==> config.mk <==
export PLATFORM = sky130hd
export DESIGN_NAME = serial_subtractor
export DESIGN_NICKNAME = d
export VERILOG_FILES = /design/src/rtl/serial_subtractor_pkg.sv /design/src/rtl/serial_subtractor_fs_bit.sv /design/src/rtl/serial_subtractor.sv
export SDC_FILE = /design/constraint.sdc
export NUM_CORES = 1
export LEC_CHECK = 0
export CORE_ASPECT_RATIO = 0.9
export CORE_MARGIN = 2
export CORE_UTILIZATION = 30
export DETAILED_ROUTE_END_ITERATION = 6
export SYNTH_ARGS = -nofsm -noshare
export SYNTH_HDL_FRONTEND = slang
export SYNTH_HIERARCHICAL = 1
export SYNTH_SLANG_ARGS = --single-unit
==> constraint.sdc <==
create_clock -name clk -period 3 [get_ports clk]
set_clock_uncertainty 0.05 [all_clocks]
set_input_delay 0.45 -clock clk [delete_from_list [all_inputs] [get_ports clk]]
set_output_delay 0.45 -clock clk [all_outputs]
set_load 0.03 [all_outputs]
==> src/rtl/serial_subtractor_pkg.sv <==
// Shared definitions for the digit-serial subtractor: controller states and
// the sizing rule for the digit counter.
package serial_subtractor_pkg;

  typedef enum logic {
    IDLE = 1'b0,
    RUN  = 1'b1
  } state_t;

  // Counter must hold 0 .. WIDTH/DIGIT-1; keep at least one bit for single-pass use.
  function automatic int cnt_width(input int width, input int digit);
    int n_digits;
    n_digits = width / digit;
    if ($clog2(n_digits) < 1) begin
      return 1;
    end else begin
      return $clog2(n_digits);
    end
  endfunction

endpackage

==> src/rtl/serial_subtractor_fs_bit.sv <==
// Combinational full-subtractor cell: one bit of x - y - bi.
module fs_bit (
  input  logic x,
  input  logic y,
  input  logic bi,
  output logic d,
  output logic bo
);

  assign d  = x ^ y ^ bi;
  assign bo = (~x & y) | (~(x ^ y) & bi);

endmodule

==> src/rtl/serial_subtractor.sv <==
// Multi-cycle WIDTH-bit subtractor, diff = a - b - bin, DIGIT bits per clock
// LSB digit first, with start/done handshake and registered results.
module serial_subtractor
  import serial_subtractor_pkg::*;
#(
  parameter int WIDTH = 8,
  parameter int DIGIT = 1
) (
  input  logic             clk,
  input  logic             rst,
  input  logic             start,
  input  logic [WIDTH-1:0] a,
  input  logic [WIDTH-1:0] b,
  input  logic             bin,
  input  logic             signed_mode,
  output logic             busy,
  output logic             done,
  output logic [WIDTH-1:0] diff,
  output logic             bout,
  output logic             ovf
);

  localparam int NDIG = WIDTH / DIGIT;
  localparam int CW   = cnt_width(WIDTH, DIGIT);
  localparam logic [CW-1:0] LAST_CNT = CW'(NDIG - 1);

  if (((WIDTH % DIGIT) != 0) || (WIDTH < 2)) begin : g_bad_params
    $fatal(1, "serial_subtractor: WIDTH must be >= 2 and a multiple of DIGIT");
  end

  state_t           state;
  state_t           state_next;
  logic [CW-1:0]    cnt;
  logic [WIDTH-1:0] a_work;
  logic [WIDTH-1:0] b_work;
  logic [WIDTH-1:0] res;
  logic [WIDTH-1:0] res_next;
  logic             borrow;
  logic             sm_work;
  logic [DIGIT:0]   chain;
  logic [DIGIT-1:0] d_dig;
  logic             last_digit;

  assign chain[0]   = borrow;
  assign last_digit = (cnt == LAST_CNT);

  for (genvar i = 0; i < DIGIT; i++) begin : g_cells
    fs_bit u_fs_bit (
      .x  (a_work[i]),
      .y  (b_work[i]),
      .bi (chain[i]),
      .d  (d_dig[i]),
      .bo (chain[i+1])
    );
  end

  // New digit enters at the top; after NDIG shifts the LSB digit sits at bit 0.
  if (DIGIT == WIDTH) begin : g_single_pass
    assign res_next = d_dig;
  end else begin : g_multi_pass
    assign res_next = {d_dig, res[WIDTH-1:DIGIT]};
  end

  // State register.
  always_ff @(posedge clk) begin
    if (rst) begin
      state <= IDLE;
    end else begin
      state <= state_next;
    end
  end

  // Next-state logic.
  always_comb begin
    state_next = state;
    case (state)
      IDLE: begin
        if (start) begin
          state_next = RUN;
        end else begin
          state_next = IDLE;
        end
      end
      RUN: begin
        if (last_digit) begin
          state_next = IDLE;
        end else begin
          state_next = RUN;
        end
      end
      default: state_next = IDLE;
    endcase
  end

  // Operand capture, digit processing and result/flag registers.
  always_ff @(posedge clk) begin
    if (rst) begin
      cnt     <= {CW{1'b0}};
      a_work  <= {WIDTH{1'b0}};
      b_work  <= {WIDTH{1'b0}};
      res     <= {WIDTH{1'b0}};
      borrow  <= 1'b0;
      sm_work <= 1'b0;
      busy    <= 1'b0;
      done    <= 1'b0;
      diff    <= {WIDTH{1'b0}};
      bout    <= 1'b0;
      ovf     <= 1'b0;
    end else begin
      done <= 1'b0;
      case (state)
        IDLE: begin
          if (start) begin
            a_work  <= a;
            b_work  <= b;
            borrow  <= bin;
            sm_work <= signed_mode;
            cnt     <= {CW{1'b0}};
            busy    <= 1'b1;
          end
        end
        RUN: begin
          a_work <= a_work >> DIGIT;
          b_work <= b_work >> DIGIT;
          borrow <= chain[DIGIT];
          res    <= res_next;
          if (last_digit) begin
            cnt  <= {CW{1'b0}};
            diff <= res_next;
            bout <= chain[DIGIT];
            // chain[DIGIT-1] is the borrow entering bit WIDTH-1 on the final digit.
            ovf  <= sm_work ? (chain[DIGIT-1] ^ chain[DIGIT]) : chain[DIGIT];
            done <= 1'b1;
            busy <= 1'b0;
          end else begin
            cnt <= cnt + CW'(1);
          end
        end
        default: begin
          busy <= 1'b0;
        end
      endcase
    end
  end

endmodule

### Yosys cells after proc, flatten, opt, wreduce, memory -nomap -nowiden

Cells that the tools add are included.
Widths: inputs -> output; s select.

* $add $sub $neg: 1
* equal/unequal tests: 3
* bitwise gates (word level): 9
* multiplexer cells: 17
* reductions and logical operators: 4

Operators by type and width (number)
* $pmux 8 s2: 2
* $mux 8: 2
* $mux 1: 7
* $mux 3: 2
* $pmux 1 s2: 3
* $pmux 3 s2: 1
* $reduce_and 2->1: 3
* $add 3x1->3 const B: 1
* $eq 3x3->1 const B: 1
* $not 1->1: 3
* $xor 1x1->1: 3
* $and 1x1->1: 2
* $ne 2x1->1 const B: 1
* $ne 2x2->1 const B: 1
* $reduce_or 2->1: 1
* $or 1x1->1: 1

* word-level logic and storage cells: 46
* output and inout port bits: 12
* bits in registers: 42
* input bits: 21

### Depth between registers and ports, before layout

* depth after elaboration: 6
* gate-level depth with buffers: 6
* depth with buffers taken out: 5

### Cells and area by module

Netlist, hierarchy kept.

By module, submodules not included
* serial_subtractor: cells each 172, times used 1, sequential area each 820.8 um2, area each 1701.6 um2
* fs_bit: cells each 4, times used 1, sequential area each 0.0 um2, area each 31.3 um2

### Worst setup path before layout

No wires, ideal clock.

* path kind: reg-to-reg
* start: register cnt[0]
* end: register bout
* period minus slack after synthesis: 1300 ps
* path buffers: 1
* setup time: 134 ps
* arrival time: 1116 ps
* path slack: 1700 ps
* stages on the path, launching flop included: 7
* cells stage by stage: dfxtp_1 > ha_1 > ha_1 > and2_1 > buf_4 > nand2_1 > a21oi_1

* longest elaborated chain between the ends: 2

Ends and longest elaborated chain
* start, declared: RTL line serial_subtractor.sv:33 `logic [CW-1:0] cnt;`
* start signal, assigned: RTL line serial_subtractor.sv:98 `cnt <= {CW{1'b0}};`
* start signal, assigned: RTL line serial_subtractor.sv:118 `cnt <= {CW{1'b0}};`
* start signal, assigned: RTL line serial_subtractor.sv:128 `cnt <= {CW{1'b0}};`
* $eq 3x3->1: RTL line serial_subtractor.sv:45 `assign last_digit = (cnt == LAST_CNT);`
* $reduce_and 2->1 (no line)
* end signal, assigned: RTL line serial_subtractor.sv:130 `bout <= chain[DIGIT];`
* end, declared: RTL line serial_subtractor.sv:19 `output logic bout,`

No other way between the ends.
A chain may end at the register's enable or synchronous reset.

### Final worst setup path

* start: input port start
* end: register a_work[5]

* longest elaborated chain between the ends: 1

Ends and longest elaborated chain
* start, declared: RTL line serial_subtractor.sv:11 `input logic start,`
* $ne 2x2->1 (no line)
* end signal, assigned: RTL line serial_subtractor.sv:99 `a_work <= {WIDTH{1'b0}};`
* end signal, assigned: RTL line serial_subtractor.sv:123 `a_work <= a_work >> DIGIT;`
* end, declared: RTL line serial_subtractor.sv:34 `logic [WIDTH-1:0] a_work;`

No other way between the ends.

==> impl_metrics.toml <==
[timing]
setup_viol = 0
finalSetupTns_ps = 0
min_period_ps = 1978
drv_slew = 0
fmax_mhz = 505.4
post-route-period-util = 0.6595
max-slew-margin-rel = 0.4334
rsz0062_at_grt = "no"
finalHoldViolations = 0
worst_slew_pin_slew_ps = 847.2

[power]
ir_drop_uv = 220.3
power_density_nw_per_um2 = 520.7
finalPower_mw = 1.152
power_leakage_nw = 0.8674

[clocking]
postCtsSetupBuffers = 0
cts_buffers = 5
clockBufferDepth = 2
post_cts_resized = 0
cts_tree = "yes"
clk_latency_ps = 280
cts_max_level = 2
clkTransAtPathRegs_ps = 70
cts_sinks = 41
postCtsHoldBufs = 0
cts_root_buffer = "clkbuf_8"

[grt]
grt_max_degree = 42
grt_use_total = 0.1013
first_global_vias = 1195
grt_antenna_before_repair = 0
grt_overflow = 0
grt_pass1_wl_um = 5306

[worst_setup_path]
cp_max_fo = 19
path_delay_family = "buffers and inverters"
worst_setup_path_start_kind = "input port"
path_buf_inv = 1
path_class = "input port to flop"
path_cells = "clkdlybuf4s50_1 > mux2_2 > mux2i_1 > nor2_1"
slowest_stage = "clkdlybuf4s50_1"
regToRegSetupSlack_ps = 1470
cp.required_ps = 3110
critPathMaxStageDelay_ps = 1020
end_kind = "flop"
arrival_ps = 2090

[place]
dpl.hpwl_um = 1976
port_buffers = 32
finalWeightedCongestion = 0.6635

[logic_synthesis]
synth_edf_count = 0
synth.most_common_cell = "dfxtp_1"
yosysWarningCount = 6
synth-xor-area-share = 0.005054
synth_cells = 176
synth_top_family_by_area = "multiplexers"
synth_top_cell_area_share = 0.4736
synth_adder_area_share = 0.03321
synth_flop_cell = "dfxtp_1"
yosys.area_share.simple = 0.1437
yosys.area.top_type = "dfxtp_1"
syn_avg_cell_area_um2 = 9.846
synth_commonest_cells = "dfxtp_1, nor2_1, mux2i_1"
synth_cell_types = 23
ys_seq_area_frac = 0.4736
ys_top_cells_by_area = "dfxtp_1, mux2i_1, mux2_2, nor2_1, nand2_1"
synth_compound_area_frac = 0.04910
syn_area_um2 = 1733
synth_nets = 201
synth_mux_area_frac = 0.2462
synth-async-reset-ratio = 0
ys_ff_latch = 41

[route]
drt-wirelength-per-cell_um = 10.79
drtAntennaViolNets = 0
drc = 0
drt_first_pass_iters = 4
first_iter_violations = 63
vias_per_cell = 4.414
finalWirelength_um = 3001
vias = 1227

[die]
rows = 26
ioPinCount = 33
die_area_um2 = 6401
initial_core_util = 0.3079
core_area_um2 = 5628
die_w_um = 84.12
dieHeight_um = 76.10

[layout]
diodes = 0
multi_input_area_um2 = 827.0
regArea_um2 = 820.8
nets = 232
n_fill_cell = 585
final_layout_size_suffix_gt1_frac = 0.1298
area_delta_synth_final_pct = 27.73

[outcome]
status = "completed"

[worst_hold_path]
hold_class = "flop to flop"

[run]
cap_violations = 0
==> power breakdown <==
group / internal, mW / switching [mW]
combinational: 0.0735 / 0.0541
clock: 0.271 / 0.176
sequential: 0.565 / 0.0129
total: 0.910 / 0.243
==> cell usage in the layout, fill, tap and decap left out, drive strengths merged <==
| master | count |
|---|---|
| a211oi | 1 |
| a21oi | 13 |
| and2 | 1 |
| and2b | 1 |
| buf | 4 |
| bufinv | 1 |
| clkbuf | 7 |
| clkdlybuf4s50 | 32 |
| dfxtp | 41 |
| fa | 1 |
| ha | 3 |
| inv | 3 |
| mux2 | 15 |
| mux2i | 25 |
| nand2 | 21 |
| nand2b | 1 |
| nor2 | 30 |
| nor3 | 3 |
| nor3b | 3 |
| o21bai | 1 |
| xor2 | 1 |
==> state kept, by name, indices dropped and copies added (netlist names), 3 cells and up <==
signal / flops
cnt: 3
b_work: 8
res: 7
a_work: 8
diff: 8
==> cell families (layout without fill, tap and decap cells) <==
kind of cell,count (synthesis),after routing
AOI/OAI and AO/OA,15,15
xor gates and xnor gates,1,1
adders and majority gates,4,4
buffers and inverters,15,47
DFF,41,41
muxes,40,40
and+or+nand+nor,60,60
==> metal layers <==
| metal | up-vias | GRT usage | wire (µm) |
|---|---|---|---|
| met5 | - | 0 | 0 |
| met4 | 0 | 0.04355 | 57 |
| met3 | 4 | 0.03034 | 120 |
| met2 | 21 | 0.1611 | 1333 |
| met1 | 559 | 0.1270 | 1491 |
| li1 | 643 | - | - |
==> layout make-up <==
class / instances / share of cell area
flip-flops and latches: 41 / 0.3708
repair buffers: 36 / 0.1583
clock inverters: 1 / 0.01357
multi-input cells: 120 / 0.3737
clock buffers: 7 / 0.03901
well taps: 70 / 0.03957
inverters: 3 / 0.005088
==> per-stage QoR <==
| step | area [µm²] | hold WS, ps | cells | utilization | worst slack [ps] |
|---|---|---|---|---|---|
| 6_report | 2213 | 404.9 | 278 | 0.3933 | 1022 |
| 5_1_grt | 2213 | 418.0 | 278 | 0.3933 | 923.1 |
| 4_1_cts | 2213 | 408.5 | 278 | 0.3933 | 987.7 |
| 3_5_place_dp | 2097 | 397.6 | 270 | 0.3726 | 672.9 |
| 3_3_place_gp | 2097 | 396.1 | 270 | 0.3726 | 735.2 |
| 2_1_floorplan | 1733 | 381.3 | 176 | - | 1700 |
==> worst reg2reg max path, stage by stage, from the launching register on <==
cell	delay, ps
dfxtp_1	460
buf_4	440
and2b_1	270
mux2i_1	150
nor2_1	50
==> final timing paths <==
path,from,end,cells past startpoint
worst max-delay path,start,a_work[5]$_SDFFE_PP0P_,4
worst min-delay path,diff[6]$_SDFFE_PP0P_,diff[6]$_SDFFE_PP0P_,2
worst max register to register,state$_SDFF_PP0_,sm_work$_SDFFE_PP0P_,4
worst min register to register,diff[6]$_SDFFE_PP0P_,diff[6]$_SDFFE_PP0P_,2
Note: power is estimated with default switching activity, not from simulation.
